[src/rtl/fifo_pkt_reader.sv]
// Read-side packet parser for the byte FIFO: pops address/length/payload frames,
// routes matching payloads to one of four output ports and drains the rest.
module fifo_pkt_reader #(
    parameter int W_WIDTH = 8,
    parameter int CNT_W   = 16
) (
    input  logic                   clk,
    input  logic                   rst,
    input  logic                   en,
    input  logic [4*W_WIDTH-1:0]   addr_cfg,
    input  logic                   fifo_empty,
    input  logic [W_WIDTH-1:0]     fifo_data,
    output logic                   fifo_rd_en,
    output logic                   out_valid,
    input  logic                   out_ready,
    output logic [W_WIDTH-1:0]     out_data,
    output logic [1:0]             out_port,
    output logic                   out_sop,
    output logic                   out_eop,
    output logic [CNT_W-1:0]       pkt_cnt,
    output logic [CNT_W-1:0]       drop_cnt,
    output logic                   len_err
);

    typedef enum logic [2:0] {
        IDLE, H_WAIT, L_REQ, L_WAIT, P_REQ, P_WAIT, D_REQ, D_WAIT
    } state_t;

    localparam logic [W_WIDTH-1:0] BYTE_ONE  = {{(W_WIDTH-1){1'b0}}, 1'b1};
    localparam logic [W_WIDTH-1:0] BYTE_ZERO = {W_WIDTH{1'b0}};

    state_t               state_r, state_s;
    logic                 rd_en_s;
    logic                 hit_s;
    logic [1:0]           hit_port_s;
    logic                 match_r;
    logic [1:0]           port_r;
    logic [W_WIDTH-1:0]   cnt_r;
    logic                 first_r;
    logic                 out_valid_r;
    logic [W_WIDTH-1:0]   out_data_r;
    logic [1:0]           out_port_r;
    logic                 out_sop_r;
    logic                 out_eop_r;
    logic [CNT_W-1:0]     pkt_cnt_r;
    logic [CNT_W-1:0]     drop_cnt_r;
    logic                 len_err_r;

    function automatic logic [CNT_W-1:0] sat_inc(input logic [CNT_W-1:0] v);
        return (v == {CNT_W{1'b1}}) ? v : v + {{(CNT_W-1){1'b0}}, 1'b1};
    endfunction

    // Address match; scanning downwards lets the lowest matching slice win.
    always_comb begin
        hit_s      = 1'b0;
        hit_port_s = 2'd0;
        for (int i = 3; i >= 0; i--) begin
            if (fifo_data == addr_cfg[i*W_WIDTH +: W_WIDTH]) begin
                hit_s      = 1'b1;
                hit_port_s = i[1:0];
            end else begin
                hit_s      = hit_s;
            end
        end
    end

    // Next-state and FIFO read request; every byte is a REQ/WAIT pair.
    always_comb begin
        state_s = state_r;
        rd_en_s = 1'b0;
        case (state_r)
            IDLE: begin
                rd_en_s = en & ~fifo_empty;
                if (rd_en_s) state_s = H_WAIT;
                else         state_s = IDLE;
            end
            H_WAIT: state_s = L_REQ;
            L_REQ: begin
                rd_en_s = ~fifo_empty;
                if (rd_en_s) state_s = L_WAIT;
                else         state_s = L_REQ;
            end
            L_WAIT: begin
                if (fifo_data == BYTE_ZERO) state_s = IDLE;
                else if (match_r)           state_s = P_REQ;
                else                        state_s = D_REQ;
            end
            P_REQ: begin
                // Only fetch when the output register will be free as the byte lands.
                rd_en_s = ~fifo_empty & (~out_valid_r | out_ready);
                if (rd_en_s) state_s = P_WAIT;
                else         state_s = P_REQ;
            end
            P_WAIT: begin
                if (cnt_r == BYTE_ONE) state_s = IDLE;
                else                   state_s = P_REQ;
            end
            D_REQ: begin
                rd_en_s = ~fifo_empty;
                if (rd_en_s) state_s = D_WAIT;
                else         state_s = D_REQ;
            end
            D_WAIT: begin
                if (cnt_r == BYTE_ONE) state_s = IDLE;
                else                   state_s = D_REQ;
            end
            default: state_s = IDLE;
        endcase
    end

    // State register.
    always_ff @(posedge clk or posedge rst) begin
        if (rst) state_r <= IDLE;
        else     state_r <= state_s;
    end

    // Header capture, byte counter, output register and statistics.
    always_ff @(posedge clk or posedge rst) begin
        if (rst) begin
            match_r     <= 1'b0;
            port_r      <= 2'd0;
            cnt_r       <= BYTE_ZERO;
            first_r     <= 1'b0;
            out_valid_r <= 1'b0;
            out_data_r  <= BYTE_ZERO;
            out_port_r  <= 2'd0;
            out_sop_r   <= 1'b0;
            out_eop_r   <= 1'b0;
            pkt_cnt_r   <= {CNT_W{1'b0}};
            drop_cnt_r  <= {CNT_W{1'b0}};
            len_err_r   <= 1'b0;
        end else begin
            len_err_r <= 1'b0;
            if (out_valid_r && out_ready) out_valid_r <= 1'b0;
            case (state_r)
                H_WAIT: begin
                    match_r <= hit_s;
                    port_r  <= hit_port_s;
                end
                L_WAIT: begin
                    cnt_r   <= fifo_data;
                    first_r <= 1'b1;
                    if (fifo_data == BYTE_ZERO) begin
                        len_err_r  <= 1'b1;
                        drop_cnt_r <= sat_inc(drop_cnt_r);
                    end else if (!match_r) begin
                        drop_cnt_r <= sat_inc(drop_cnt_r);
                    end
                end
                P_WAIT: begin
                    out_valid_r <= 1'b1;
                    out_data_r  <= fifo_data;
                    out_port_r  <= port_r;
                    out_sop_r   <= first_r;
                    out_eop_r   <= (cnt_r == BYTE_ONE);
                    first_r     <= 1'b0;
                    cnt_r       <= cnt_r - BYTE_ONE;
                    if (cnt_r == BYTE_ONE) pkt_cnt_r <= sat_inc(pkt_cnt_r);
                end
                D_WAIT: cnt_r <= cnt_r - BYTE_ONE;
                default: ;
            endcase
        end
    end

    assign fifo_rd_en = rd_en_s & ~rst;
    assign out_valid  = out_valid_r;
    assign out_data   = out_data_r;
    assign out_port   = out_port_r;
    assign out_sop    = out_sop_r;
    assign out_eop    = out_eop_r;
    assign pkt_cnt    = pkt_cnt_r;
    assign drop_cnt   = drop_cnt_r;
    assign len_err    = len_err_r;

endmodule

[config.mk]
export PLATFORM = sky130hd
export DESIGN_NAME = fifo_pkt_reader
export DESIGN_NICKNAME = d
export VERILOG_FILES = /design/src/rtl/fifo_pkt_reader.sv
export SDC_FILE = /design/constraint.sdc
export NUM_CORES = 1
export LEC_CHECK = 0
export CAP_MARGIN = 20
export CORE_ASPECT_RATIO = 0.8
export CORE_MARGIN = 2
export CORE_UTILIZATION = 25
export DETAILED_ROUTE_END_ITERATION = 6
export SETUP_SLACK_MARGIN = 0.1
export SYNTH_ARGS = -nofsm -noshare
export SYNTH_HDL_FRONTEND = slang
export SYNTH_SLANG_ARGS = --single-unit
[constraint.sdc]
create_clock -name clk -period 2.16 [get_ports clk]
set_input_delay 0.324 -clock clk [delete_from_list [all_inputs] [get_ports clk]]
set_output_delay 0.324 -clock clk [all_outputs]
set_load 0.1 [all_outputs]
==> impl_metrics.csv, run 1 <==
group,metric,value,unit
cells_and_area,multi_input_area,1760,um2
cts,clock_path_buffers,2,
logic_synthesis,netlist.top_cell.by_area,"dfrtp_1",
critical_path,reg2reg_to,"pkt_cnt[11]$_DFFE_PP0P_",
power_and_ir_drop,p_sw,2.33,mW
logic_synthesis,ys.flop_type,"dfrtp_1",
grt,overflow,0,
sta,fin_crit,2040,ps
floorplan,initial_utilization,25.6,%
run,cap_viol_max_count,0,
power_and_ir_drop,pwr-share-seq,31.1,%
logic_synthesis,async_reset_ff_share,100,%
power_and_ir_drop,intPower,2.98,mW
sta,fmax,490,MHz
grt,grt_antenna_before_repair,0,
cells_and_area,final_nets,488,
logic_synthesis,synth_top_area_share,46.6,%
cts,cts_hold_buf,0,
power_and_ir_drop,power_frac_comb,44.4,%
hold_path,hp-class,"in2reg",
cts,clk_latency,320,ps
floorplan,die_area,14100,um2
floorplan,core.rowCount,37,
critical_path,worst-setup-path-type,"reg2reg",
cells_and_area,layout-drive-gt1-share,35.6,%
grt,grt_start_max_net_pins,62,
power_and_ir_drop,ir_worst_vdd,455,uV
route,drcViolationCount,0,
place,io_buffers,91,
grt,grt_pass1_wl,14.6,mm
route,ant_nets,0,
logic_synthesis,synth_area_leaders,"dfrtp_1 47%, xnor2_1 11%, xor2_1 4.5%",
cts,clk_pin_slew,50,ps
cells_and_area,area_growth,50.7,%
logic_synthesis,ys_warn_count,0,
route,wl,8.86,mm
power_and_ir_drop,power_density,1080,nW/um2
power_and_ir_drop,clockPowerShare,24.5,%
cells_and_area,fillers,1277,
critical_path,reg2reg_from,"cnt_r[1]$_DFFE_PP0P_",
floorplan,io_pins,92,
floorplan,core-area,12800,um2
cells_and_area,final_common_cell,"buf_4",
logic_synthesis,syn_area_per_cell,10.3,um2
grt,grt_pass1_vias,2782,
route,routedWlPerCell,14.3,um
place,placed_cells,595,
floorplan,die_y,106,um
cts,h-tree-depth,3,
power_and_ir_drop,p_leak,2.12,nW
critical_path,path_max_fanout,6,
critical_path,crit_start,"cnt_r[1]$_DFFE_PP0P_",
cts,cts_buffers,9,
sta,finClkSkew,7.73,ps
sta,whs,472,ps
power_and_ir_drop,swShare,44.0,%
logic_synthesis,synth_edf_count,0,
place,gp_congestion,0.815,
critical_path,ff2ff_path_depth,8,
route,firstDrtPassIters,4,
logic_synthesis,ys_ff_latch,61,
critical_path,cp-start-kind,"flop",
grt,grt_usage,13.1,%
critical_path,reg2reg_slack,120,ps
route,via_count,2784,
route,viasPerCell,4.50,
cells_and_area,finalNonFillerCells,619,
place,dp_hpwl,6.65,mm
cts,cts_sinks,61,
sta,finalCritPeriodShare,94.5,%
cells_and_area,antennaDiodeCount,0,
sta,slew_headroom,73.0,%
logic_synthesis,synthCells,319,
sta,setup-violations-final,0,
critical_path,crit_path_end,"pkt_cnt[11]$_DFFE_PP0P_",
logic_synthesis,syn-num-nets,368,
route,drt_iter0_markers,157,
outcome,status,"finished clean",
sta,final_max_slew_viol_count,0,
sta,rsz0062_at_grt,"yes",
sta,tightest_slew,401,ps
floorplan,dieWidth,132,um
logic_synthesis,ys_types,46,
cells_and_area,final_cell_mix,"76 x buf_4, 42 x clkdlybuf4s50_1, 41 x xnor2_1",
cts,tritoncts,"done",
cells_and_area,regArea,1560,um2
critical_path,cp.required,2400,ps
critical_path,critPathArrivalTime,2280,ps
cts,ctsRootBufferMaster,"clkbuf_16",
critical_path,endpoint_kind,"flop",
logic_synthesis,ys_seq_area_share,46.6,%
sta,hold_violations,0,
logic_synthesis,synth_area,3280,um2
-- routing by layer --
metal / share of wire [%] / vias to the layer above / GRT usage (%) / wire length (um)
met4: 0.84 / 0 / 3.18 / 74
li1: - / 1361 / - / -
met5: 0 / - / 0 / 0
met2: 49 / 42 / 21.2 / 4360
met1: 46 / 1373 / 17.6 / 4110
met3: 3.6 / 8 / 3.48 / 322
-- synth_stat cells (2+ instances only) --
library cell / instances
nand2_1: 19
nor2_1: 21
nor4_1: 5
and3_1: 4
o22ai_1: 5
o21ai_0: 12
a21oi_1: 10
nand3b_1: 3
dfrtp_1: 61
mux2i_1: 3
a21o_1: 2
and2_1: 3
ha_1: 4
mux2_1: 2
or2_2: 2
nand2b_1: 2
nor4_2: 2
xnor2_1: 41
nor3_1: 7
inv_1: 9
nand3_1: 18
a22o_1: 2
and4_1: 3
nor3b_1: 3
mux2_2: 12
clkbuf_1: 14
xor2_1: 17
nand4_1: 15
-- layout make-up --
cell class,count,area share (%)
clock buffer,15,5.42
inverter,9,0.684
tap,175,4.43
clock inverter,1,0.101
multi-input combinational,234,35.7
sequential,61,31.6
timing repair buffer,124,22.0
-- sequential cells by signal (all words and copies together) (netlist names), 2 cells and up --
name and cells:
cnt_r 8, pkt_cnt 16, drop_cnt 16, port_r 2, out_data 8, state_r 3, out_port 2
-- power groups by stage --
stage	registers [mW]	clock network, mW	logic [mW]
after floorplan	2.61	0	0.759
after global placement	1.65	0	2.31
after detailed placement	1.66	0	2.33
after CTS	1.65	1.34	2.34
after global routing	1.69	1.40	2.50
final	1.65	1.30	2.36
-- metrics by stage --
step	area (um2)	TNS, ps	power, mW	util, %	worst slack (ps)
after floorplan	3370	-183	3.37	-	-130
after global placement	4540	-1020	3.96	35.4	-157
after detailed placement	4540	-1090	4.00	35.4	-188
after CTS	4820	0	5.33	37.6	99.9
after global routing	4940	0	5.59	38.5	50.3
final	4940	0	5.31	38.5	119
-- kinds of logic (layout without fill, tap and decap cells) --
| kind of cell | Yosys count | after routing | synth area share (%) |
|---|---|---|---|
| AO/OA/AOI/OAI | 42 | 42 | 8.86 |
| XOR/XNOR | 58 | 58 | 15.5 |
| adder cells (fa/ha/maj) | 4 | 4 | 1.53 |
| buffers and inverters | 24 | 149 | 2.79 |
| flip-flops | 61 | 61 | 46.6 |
| multiplexers | 17 | 17 | 5.73 |
| AND/OR/NAND/NOR | 113 | 113 | 19.0 |
-- worst min path at each step --
| stage | from | endpoint | slack, ps | cells past startpoint |
|---|---|---|---|---|
| after CTS | pkt_cnt[5]$_DFFE_PP0P_ | pkt_cnt[5]$_DFFE_PP0P_ | 480 | 1 |
| after global placement | out_eop$_DFFE_PP0P_ | out_eop$_DFFE_PP0P_ | 460 | 1 |
| after detailed placement | pkt_cnt[5]$_DFFE_PP0P_ | pkt_cnt[5]$_DFFE_PP0P_ | 470 | 1 |
| final | fifo_data[5] | cnt_r[5]$_DFFE_PP0P_ | 470 | 3 |
| after floorplan | fifo_empty | state_r[0]$_DFF_PP0_ | 390 | 1 |
| after global routing | pkt_cnt[5]$_DFFE_PP0P_ | pkt_cnt[5]$_DFFE_PP0P_ | 500 | 1 |
-- timing repair --
action                                  4_1_cts  5_1_grt
resized for setup                             0       15
endpoints found under the setup margin        1       16
setup buffers                                 0        8
hold endpoints to repair                      0        0
pin swaps                                     0        5
-- critical path: stages (launching register included) --
cell	delay (ps)
dfrtp_1	400
inv_2	90
ha_4	110
or3b_4	390
nor3_4	210
buf_12	150
o2111ai_4	130
nor4_2	320
xor2_1	170
Note: power is estimated with default switching activity, not from simulation.
==> inputs of run 2 (changes only) <==
--- a/config.mk
+++ b/config.mk
@@ -7,7 +7,6 @@
 export LEC_CHECK = 0
 export CAP_MARGIN = 20
 export CORE_ASPECT_RATIO = 0.8
-export CORE_MARGIN = 2
 export CORE_UTILIZATION = 25
 export DETAILED_ROUTE_END_ITERATION = 6
 export SETUP_SLACK_MARGIN = 0.1
==> impl_metrics.csv, run 2 (synthesis results as in run 1) <==
group,metric,value,unit
outcome,status,"finished clean",
power_and_ir_drop,power_density,1070,nW/um2
floorplan,die_y,104,um
hold_path,hp-class,"in2async",
cts,ctsRootBufferMaster,"clkbuf_16",
sta,setup_slack,134,ps
critical_path,cp-start-kind,"flop",
critical_path,slowest_delay,400,ps
sta,hold_violations,0,
sta,tightest_slew,432,ps
cells_and_area,final_cell_mix,"75 x buf_4, 43 x clkdlybuf4s50_1, 41 x xnor2_1",
power_and_ir_drop,power,5.28,mW
run,cap_viol_max_count,0,
sta,final_max_slew_viol_count,0,
critical_path,reg2reg_to,"pkt_cnt[11]$_DFFE_PP0P_",
sta,slew_headroom,71.0,%
sta,rsz0062_at_grt,"yes",
grt,overflow,0,
cells_and_area,layout-drive-gt1-share,36.0,%
grt,grt_antenna_before_repair,0,
critical_path,path_max_fanout,4,
cts,h-tree-depth,3,
sta,finClkSkew,9.06,ps
floorplan,core-area,12800,um2
route,drt_iter0_markers,138,
cells_and_area,final_area,4930,um2
floorplan,initial_utilization,25.6,%
critical_path,ff2ff_path_depth,7,
place,dp_hpwl,6.82,mm
place,dpl_cell_area,4530,um2
floorplan,core.rowCount,37,
cells_and_area,final_common_cell,"buf_4",
cells_and_area,area_growth,50.4,%
place,gp_congestion,0.816,
place,io_buffers,91,
critical_path,reg2reg_from,"cnt_r[1]$_DFFE_PP0P_",
floorplan,dieWidth,130,um
cts,tritoncts,"done",
cells_and_area,antennaDiodeCount,0,
route,wl,9.08,mm
route,viasPerCell,4.58,
sta,finalCritPeriodShare,93.8,%
cts,cts_sinks,61,
route,via_count,2823,
cells_and_area,fillers,1258,
cts,clk_latency,320,ps
sta,whs,407,ps
critical_path,cp.required,2400,ps
critical_path,worstPathCellList,"inv_2 -> ha_4 -> or3b_4 -> nor3_4 -> o2111ai_4 -> nor4_4 -> xor2_1",
cts,clock_path_buffers,2,
critical_path,critPathArrivalTime,2270,ps
cells_and_area,final_nets,486,
route,wl_met1,4.21,mm
route,routedWlPerCell,14.7,um
critical_path,endpoint_kind,"flop",
cells_and_area,final_core_util,38.4,%
critical_path,worst-setup-path-type,"reg2reg",
grt,grt_pass1_wl,14.4,mm
cts,cts_buffers,9,
critical_path,reg2reg_slack,130,ps
grt,grt_start_max_net_pins,27,
route,ant_nets,0,
power_and_ir_drop,p_leak,2.12,nW
place,place_ws,-240,ps
power_and_ir_drop,ir_worst_vdd,449,uV
route,wl_met3,342,um
sta,fmax,494,MHz
sta,fin_crit,2030,ps
floorplan,die_area,13600,um2
cts,clk_pin_slew,60,ps
grt,grt_pass1_vias,2726,
floorplan,io_pins,92,
grt,grt_usage,13.9,%
route,drcViolationCount,0,
sta,setup-violations-final,0,
route,firstDrtPassIters,4,
route,highest_layer,"met4",
cts,cts_hold_buf,0,
route,route.met2.wl,4.50,mm
critical_path,slowest_stage,"dfrtp_1",
-- run 2: how the worst max path moves through the flow --
stage / start / to / cells past startpoint
after floorplan: out_valid$_DFFE_PP0P_ / fifo_rd_en / 5
after global placement: fifo_data[4] / drop_cnt[9]$_DFFE_PP0P_ / 8
after detailed placement: fifo_data[4] / drop_cnt[9]$_DFFE_PP0P_ / 8
after CTS: cnt_r[1]$_DFFE_PP0P_ / pkt_cnt[8]$_DFFE_PP0P_ / 8
after global routing: cnt_r[1]$_DFFE_PP0P_ / pkt_cnt[11]$_DFFE_PP0P_ / 7
final: cnt_r[1]$_DFFE_PP0P_ / pkt_cnt[11]$_DFFE_PP0P_ / 7
-- run 2: final cells by class --
class | count | area, um2 | area share [%]
inverter | 9 | 33.8 | 0.685
tap | 175 | 219 | 4.44
clock buffer | 11 | 243 | 4.92
timing repair buffer | 122 | 1060 | 21.4
clock inverter | 5 | 27.5 | 0.558
sequential | 61 | 1560 | 31.7
multi-input combinational | 234 | 1790 | 36.3
-- run 2: timing repair --
item                                    CTS  global route
resized for setup                         0            17
endpoints found under the setup margin    6            20
buffers inserted                          0             6
pin swaps                                 2             9
-- run 2: layer usage --
metal / track usage (%) / up-vias
met3: 4.01 / 6
met1: 19.0 / 1405
met5: 0 / -
met2: 21.8 / 45
met4: 2.49 / 0
li1: - / 1367
-- run 2: per-stage QoR --
stage / instances / setup TNS, ps
after floorplan: 319 / -183
after detailed placement: 595 / -1790
final: 617 / 0
after global placement: 595 / -1970
after CTS: 611 / 0
after global routing: 617 / -9.52
-- run 2: critical path: cells and delay by family, from the launching register on --
family                   cells  cell delay, ps
AO/OA/AOI/OAI                1             210
XOR/XNOR                     1             170
adder cells (fa/ha/maj)      1             110
buffers and inverters        1              90
flip-flops                   1             400
AND/OR/NAND/NOR              3             970
-- run 2: power breakdown --
| group | internal [mW] | leakage, nW | total, mW | switching, mW |
|---|---|---|---|---|
| Clock | 0.798 | 0.135 | 1.29 | 0.497 |
| Combinational | 0.716 | 1.23 | 2.36 | 1.64 |
| Sequential | 1.41 | 0.752 | 1.63 | 0.224 |
==> inputs of run 3 (changes only) <==
--- a/config.mk
+++ b/config.mk
@@ -10,6 +10,7 @@
 export CORE_UTILIZATION = 25
 export DETAILED_ROUTE_END_ITERATION = 6
 export SETUP_SLACK_MARGIN = 0.1
+export SLEW_MARGIN = 20
 export SYNTH_ARGS = -nofsm -noshare
 export SYNTH_HDL_FRONTEND = slang
 export SYNTH_SLANG_ARGS = --single-unit
==> results of run 3 <==
No change in the layout: final DEF, timing and power equal those of run 2.
